`src/rtl/exec_ctrl_pkg.sv`:
```
// Shared types and instruction-number constants for the ALU issue path.
package exec_ctrl_pkg;

  localparam int unsigned PC_W   = 32;
  localparam int unsigned INST_W = 6;
  localparam int unsigned C16_W  = 16;
  localparam int unsigned DATA_W = 32;

  typedef enum logic [1:0] {
    IDLE = 2'd0,
    WAIT = 2'd1,
    RESP = 2'd2
  } exec_state_t;

  typedef logic req_id_t;

  // Operand bundle handed to the execution element
  typedef struct packed {
    logic [PC_W-1:0]   pc;
    logic [INST_W-1:0] inst_num;
    logic [C16_W-1:0]  const16;
    logic [DATA_W-1:0] const16_x;
    logic [DATA_W-1:0] rs;
    logic [DATA_W-1:0] rt;
  } ee_ops_t;

  localparam logic [INST_W-1:0] ADD  = INST_W'(8);
  localparam logic [INST_W-1:0] ADDI = INST_W'(9);
  localparam logic [INST_W-1:0] SUB  = INST_W'(10);
  localparam logic [INST_W-1:0] LUI  = INST_W'(11);
  localparam logic [INST_W-1:0] AND  = INST_W'(20);
  localparam logic [INST_W-1:0] OR   = INST_W'(22);
  localparam logic [INST_W-1:0] XOR  = INST_W'(24);
  localparam logic [INST_W-1:0] NOR  = INST_W'(26);

endpackage

```
`src/rtl/rr_arbiter2.sv`:
```
// Two-way round-robin grant: on contention the requester not served last wins.
module rr_arbiter2
  import exec_ctrl_pkg::*;
(
  input  logic [1:0] valid,
  input  req_id_t    last,
  output logic [1:0] grant
);

  always_comb begin
    grant = valid;
    if (valid == 2'b11) begin
      grant = last ? 2'b01 : 2'b10;
    end
  end

endmodule

```
`src/rtl/alu_issue_arbiter.sv`:
```
// Shares one ALU execution element between the main (0) and auxiliary (1) issue slots,
// returning the result or a timeout error on a tagged valid/ready response channel.
module alu_issue_arbiter
  import exec_ctrl_pkg::*;
#(
  parameter int unsigned TIMEOUT_CYCLES = 15
) (
  input  logic                   clk,
  input  logic                   reset,
  input  logic [1:0]             req_valid,
  output logic [1:0]             req_ready,
  input  logic [1:0][PC_W-1:0]   req_pc,
  input  logic [1:0][INST_W-1:0] req_inst_num,
  input  logic [1:0][C16_W-1:0]  req_const16,
  input  logic [1:0][DATA_W-1:0] req_const16_x,
  input  logic [1:0][DATA_W-1:0] req_rs,
  input  logic [1:0][DATA_W-1:0] req_rt,
  output logic                   resp_valid,
  input  logic                   resp_ready,
  output logic                   resp_id,
  output logic [DATA_W-1:0]      resp_data,
  output logic                   resp_timeout,
  output logic                   ee_start,
  input  logic                   ee_completed,
  output logic [PC_W-1:0]        ee_pc,
  output logic [INST_W-1:0]      ee_inst_num,
  output logic [C16_W-1:0]       ee_const16,
  output logic [DATA_W-1:0]      ee_const16_x,
  output logic [DATA_W-1:0]      ee_rs,
  output logic [DATA_W-1:0]      ee_rt,
  input  logic [DATA_W-1:0]      ee_out
);

  localparam int unsigned CNT_W = 8;
  localparam logic [CNT_W-1:0] LAST_CNT = CNT_W'(TIMEOUT_CYCLES - 1);

  exec_state_t      state;
  req_id_t          last;
  logic [CNT_W-1:0] cnt;
  ee_ops_t          ops;
  ee_ops_t          sel_ops;
  logic [1:0]       grant;
  req_id_t          gid;

  rr_arbiter2 u_arb (
    .valid (req_valid),
    .last  (last),
    .grant (grant)
  );

  assign gid       = grant[1];
  assign req_ready = (state == IDLE) ? grant : 2'b00;

  // Winner's request fields, captured on the IDLE handshake
  always_comb begin
    sel_ops           = '0;
    sel_ops.pc        = req_pc[gid];
    sel_ops.inst_num  = req_inst_num[gid];
    sel_ops.const16   = req_const16[gid];
    sel_ops.const16_x = req_const16_x[gid];
    sel_ops.rs        = req_rs[gid];
    sel_ops.rt        = req_rt[gid];
  end

  always_ff @(posedge clk or negedge reset) begin
    if (!reset) begin
      state        <= IDLE;
      last         <= 1'b1;
      cnt          <= '0;
      ops          <= '0;
      ee_start     <= 1'b1;
      resp_valid   <= 1'b0;
      resp_id      <= 1'b0;
      resp_data    <= '0;
      resp_timeout <= 1'b0;
    end else begin
      case (state)
        IDLE: begin
          if (|req_ready) begin
            ops      <= sel_ops;
            resp_id  <= gid;
            last     <= gid;
            cnt      <= '0;
            ee_start <= 1'b0;
            state    <= WAIT;
          end
        end
        WAIT: begin
          cnt <= cnt + CNT_W'(1);
          // Completion takes precedence over the final timeout count
          if (ee_completed) begin
            resp_data    <= ee_out;
            resp_timeout <= 1'b0;
            resp_valid   <= 1'b1;
            state        <= RESP;
          end else if (cnt == LAST_CNT) begin
            resp_data    <= '0;
            resp_timeout <= 1'b1;
            resp_valid   <= 1'b1;
            state        <= RESP;
          end
        end
        RESP: begin
          if (resp_ready) begin
            resp_valid <= 1'b0;
            ee_start   <= 1'b1;
            state      <= IDLE;
          end
        end
        default: state <= IDLE;
      endcase
    end
  end

  assign ee_pc        = ops.pc;
  assign ee_inst_num  = ops.inst_num;
  assign ee_const16   = ops.const16;
  assign ee_const16_x = ops.const16_x;
  assign ee_rs        = ops.rs;
  assign ee_rt        = ops.rt;

endmodule

```
`config.mk`:
```
export PLATFORM = sky130hd
export DESIGN_NAME = alu_issue_arbiter
export DESIGN_NICKNAME = d
export VERILOG_FILES = /design/src/rtl/exec_ctrl_pkg.sv /design/src/rtl/rr_arbiter2.sv /design/src/rtl/alu_issue_arbiter.sv
export SDC_FILE = /design/constraint.sdc
export NUM_CORES = 1
export LEC_CHECK = 0
export BUFFER_PORTS_ARGS = -buffer_cell sky130_fd_sc_hd__buf_4
export CORE_AREA = 2 2 204 206
export DETAILED_ROUTE_END_ITERATION = 10
export DIE_AREA = 0 0 206 208
export PLACE_DENSITY_LB_ADDON = 0.15
export SLEW_MARGIN = 15
export SYNTH_ARGS = -nofsm -noshare
export SYNTH_HDL_FRONTEND = slang
export SYNTH_SLANG_ARGS = --single-unit
```
`constraint.sdc`:
```
create_clock -name clk -period 5.65 [get_ports clk]
set_clock_uncertainty 0.2 [all_clocks]
set_input_delay 0.8475 -clock clk [delete_from_list [all_inputs] [get_ports clk]]
set_output_delay 0.8475 -clock clk [all_outputs]
set_load 0.005 [all_outputs]
```
==> results by group <==
Finish
  – Post-synthesis to final-layout area growth: 56.4%
  – Final cell count without fillers: between 1500 and 2000
  – Final cell area excluding filler cells: about 14000 um2
  – Net count reported at finish: between 1500 and 2000
  – Post-layout utilization of the core: approximately 34%
  – Proportion of layout cells with a drive suffix above 1: 44.1%

Global route
  – Number of antenna violations at the first check in global routing: 1
  – Wire length of the first global-routing pass: ~44000 um
  – Overall global routing resource usage: approximately 14%
  – Largest net degree at the start of global routing: roughly 200
  – Via count of the first global-routing pass: 7576
  – Total congestion overflow: 0

Yosys
  – Share of Yosys cell area claimed by the top area cell type: 55.5%
  – Syn Area/Cell: 11.0 um2
  – Cell accounting for the most synthesized area: sky130_fd_sc_hd__dfrtp_1
  – Number of different library cells in the post-synthesis netlist: 34
  – Post-synth EDFFs: 0
  – Most used DFF post-synth: sky130_fd_sc_hd__dfrtp_1
  – Area of the mapped netlist: around 9000 um2
  – Number of register bits inferred by synthesis: between 150 and 200
  – Share of flip-flops with an asynchronous set or reset: between 90% and 100%
  – Post-Synthesis Net Count: around 1100
  – Synthesized instance count: 797
  – Top cells by area, synth: sky130_fd_sc_hd__dfrtp_1 (56%), sky130_fd_sc_hd__mux2i_1 (17%), sky130_fd_sc_hd__o21ai_1 (9.0%)
  – Yosys warning total: 0
  – Register area share after synthesis: a little under three fifths

Critical path
  – Critical Path Sink Type: output port
  – CP Launch Type: primary input
  – Dominant cell type by count on the critical path: sky130_fd_sc_hd__buf_4
  – Cell-by-cell listing of the critical path: buf_4, a21boi_4, buf_12, and2_1, buf_4
  – Maximum fanout encountered on the critical timing path: 78
  – Crit Reg-Reg Startpoint: state[0]
  – Register-to-register setup slack: 3420 ps
  – Reg2Reg Capture Point: ee_rt[20]
  – R2R depth: 5
  – Critical Path RT: between 4000 and 5000 ps
  – Biggest cell delay along the critical path: 410 ps
  – Kind of critical path: primary input to output port
  – Arrival time of the worst setup path: approximately 2000 ps
  – Startpoint of the worst setup timing path: req_valid[1]
  – Worst path slowest cell: sky130_fd_sc_hd__buf_12

Placement
  – Post-Place Cell Area: between 10000 and 15000 um2
  – Placed Cells: 1803
  – DP HPWL: between 20000 and 25000 um
  – Pre-CTS worst setup slack: about 2500 ps
  – Routability cong.: 0.733
  – Port Buffer Count: approximately 530

Power and ir drop
  – Power consumption: 6.58 mW
  – Max VDD drop: approximately 0.00040 V
  – Pwr Density: ~480 nW/um2
  – Leakage power total: 6.89 nW

Floorplan
  – Placeable core area: 40600 um2
  – Die W: just over 200 um
  – Starting utilization of the core area: between 20 and 25%
  – Vertical die dimension: between 200 and 250 um
  – Count of boundary I/O pins: around 530
  – Row count: between 70 and 80
  – Die footprint: 42800 um2

STA
  – PnR worst setup slack: between 2000 and 3000 ps
  – Final worst hold slack: ~230 ps
  – Final setup violation count: 0
  – Share of the clock period used by the worst path after layout: approximately 54%
  – Unrepaired setup endpoints after global routing: no
  – Time the final worst path needs with I/O delays and setup: about 3100 ps
  – Final count of hold timing violations: 0
  – Worst-case headroom to the max-slew limit: about two fifths
  – Slew @ Worst Pin: approximately 880 ps
  – Max Clock Freq: 327 MHz
  – Post-route setup TNS: 0 ps
  – Max-slew violations: 0

CTS
  – Count of hold-fix buffers inserted at cts: 0
  – TritonCTS clock tree: built
  – Clock H-tree levels: 4
  – Buffers inserted during post-CTS setup optimization: 0
  – Count of clock tree sinks: approximately 200
  – Number of instances resized during post-cts repair: 0
  – Source-to-sink clock delay at the later pin of the worst-skew pair: roughly 440 ps
  – Clock transition at the register clock pins on the worst setup and hold paths after CTS: around 80 ps
  – Maximum count of clock buffers along a single path: 2
  – Root Driver: sky130_fd_sc_hd__clkbuf_16
  – Inserted Clock Buffers: 17

Run status
  – Result of the run: finished, final reports clean

Routing
  – First-pass detailed-route iteration total: 4
  – Routed length per placed instance: between 15 and 20 um
  – Total number of vias: about 7500
  – Starting DRT DRC Count: 315
  – Detailed-route vias per instance: approximately 4
  – Number of remaining DRC errors: 0
  – Aggregate routed wire length: between 30000 and 40000 um
  – Number of antenna-violating nets in the routed design: 0

Min path
  – Hold crit path type: primary input to asynchronous set/reset pin

Run
  – Count of maximum capacitance violations: 0
-- cell type report --
cell class / instances / area, um2
flip-flops and latches: 197 / 4930
multi-input cells: 538 / 3480
clock inverters: 14 / 165
well taps: 532 / 666
clock buffers: 18 / 439
repair buffers: 532 / 4050
diodes: 1 / 2.50
inverters: 4 / 15.0
fillers: 4188 / 26800
-- cells in the final DEF (no fill, tap or decap) --
master                      count
sky130_fd_sc_hd__buf_12         4
sky130_fd_sc_hd__nor4_1         1
sky130_fd_sc_hd__clkbuf_8       2
sky130_fd_sc_hd__nor2b_1        1
sky130_fd_sc_hd__nand4bb_2      1
sky130_fd_sc_hd__clkbuf_16     17
sky130_fd_sc_hd__o41ai_4        1
sky130_fd_sc_hd__inv_6          4
sky130_fd_sc_hd__o21ai_4        1
sky130_fd_sc_hd__nor2_2         2
sky130_fd_sc_hd__inv_2          1
sky130_fd_sc_hd__inv_1          3
sky130_fd_sc_hd__dfstp_2        2
sky130_fd_sc_hd__nand2_4        1
sky130_fd_sc_hd__nand2b_1       2
sky130_fd_sc_hd__nand3_1        7
sky130_fd_sc_hd__xor2_1         1
sky130_fd_sc_hd__nand2_1      157
sky130_fd_sc_hd__buf_4        527
sky130_fd_sc_hd__mux2i_1      153
sky130_fd_sc_hd__ha_1           2
sky130_fd_sc_hd__inv_8          3
sky130_fd_sc_hd__clkinv_2       2
sky130_fd_sc_hd__dfrtp_1      195
sky130_fd_sc_hd__and3_1         1
sky130_fd_sc_hd__a21o_1         1
sky130_fd_sc_hd__o21a_1         1
sky130_fd_sc_hd__bufinv_16      2
sky130_fd_sc_hd__a21boi_4       1
sky130_fd_sc_hd__o21ai_0        1
sky130_fd_sc_hd__diode_2        1
sky130_fd_sc_hd__and2_1         1
sky130_fd_sc_hd__clkinv_4       3
sky130_fd_sc_hd__a22o_1        32
sky130_fd_sc_hd__a31oi_1        2
sky130_fd_sc_hd__nor2_1         4
sky130_fd_sc_hd__nand4_1        2
sky130_fd_sc_hd__a21oi_1        5
sky130_fd_sc_hd__o21ai_1      157
-- cells in the mapped netlist, types with 4 or more instances --
cell / number
sky130_fd_sc_hd__a22o_1: 32
sky130_fd_sc_hd__nand3_1: 7
sky130_fd_sc_hd__nor2_1: 5
sky130_fd_sc_hd__nand2_1: 157
sky130_fd_sc_hd__a21oi_1: 5
sky130_fd_sc_hd__clkbuf_1: 14
sky130_fd_sc_hd__buf_6: 4
sky130_fd_sc_hd__buf_8: 9
sky130_fd_sc_hd__o21ai_1: 158
sky130_fd_sc_hd__mux2i_1: 153
sky130_fd_sc_hd__buf_1: 5
sky130_fd_sc_hd__buf_2: 23
sky130_fd_sc_hd__dfrtp_1: 195
-- kinds of logic (layout without fill, tap and decap cells) --
logic type | Yosys count | in the layout | synth area share [%]
AO/OA/AOI/OAI | 202 | 202 | 13.2
flip-flops | 197 | 197 | 56.1
AND/OR/NAND/NOR | 180 | 180 | 8.27
multiplexers | 153 | 153 | 17.4
buffers and inverters | 62 | 568 | 4.60
adder cells (fa/ha/maj) | 2 | 2 | 0.285
XOR/XNOR | 1 | 1 | 0.0996
other | 0 | 1 | 0
-- layer usage --
metal / GRT usage (%) / vias up / wire length [um]
li1: - / 3772 / -
met1: 15.6 / 3374 / 11800
met2: 23.3 / 304 / 14900
met3: 5.72 / 24 / 3050
met4: 3.52 / 0 / 417
met5: 0 / - / 0
-- sequential cells by signal (all words and copies together), names as in the netlist --
| signal | cells |
|---|---|
| ee_const16_x | 32 |
| ee_pc | 32 |
| ee_rs | 32 |
| ee_rt | 32 |
| resp_data | 32 |
| ee_const16 | 16 |
| cnt | 8 |
| ee_inst_num | 6 |
| state | 2 |
| ee_start | 1 |
| last | 1 |
| resp_id | 1 |
| resp_timeout | 1 |
| resp_valid | 1 |
-- worst max-delay path by stage --
stage	slack, ps	cells past startpoint	endpoint
detailed placement	2530	5	req_ready[1]
CTS	2530	5	req_ready[1]
global route	2500	5	req_ready[1]
global placement	2520	5	req_ready[1]
finish	2590	5	req_ready[1]
floorplan	3120	4	req_ready[1]
-- power breakdown --
group	internal (mW)	switching, mW
clock	0.680	0.600
sequential	2.09	0.375
combinational	1.47	1.37
total	4.24	2.34
-- worst max-delay path: cells and delay by family --
family | cells | cell delay [ps]
AO/OA/AOI/OAI | 1 | 240
buffers and inverters | 3 | 640
AND/OR/NAND/NOR | 1 | 230
No activity file was read; power rests on OpenSTA's default activity.
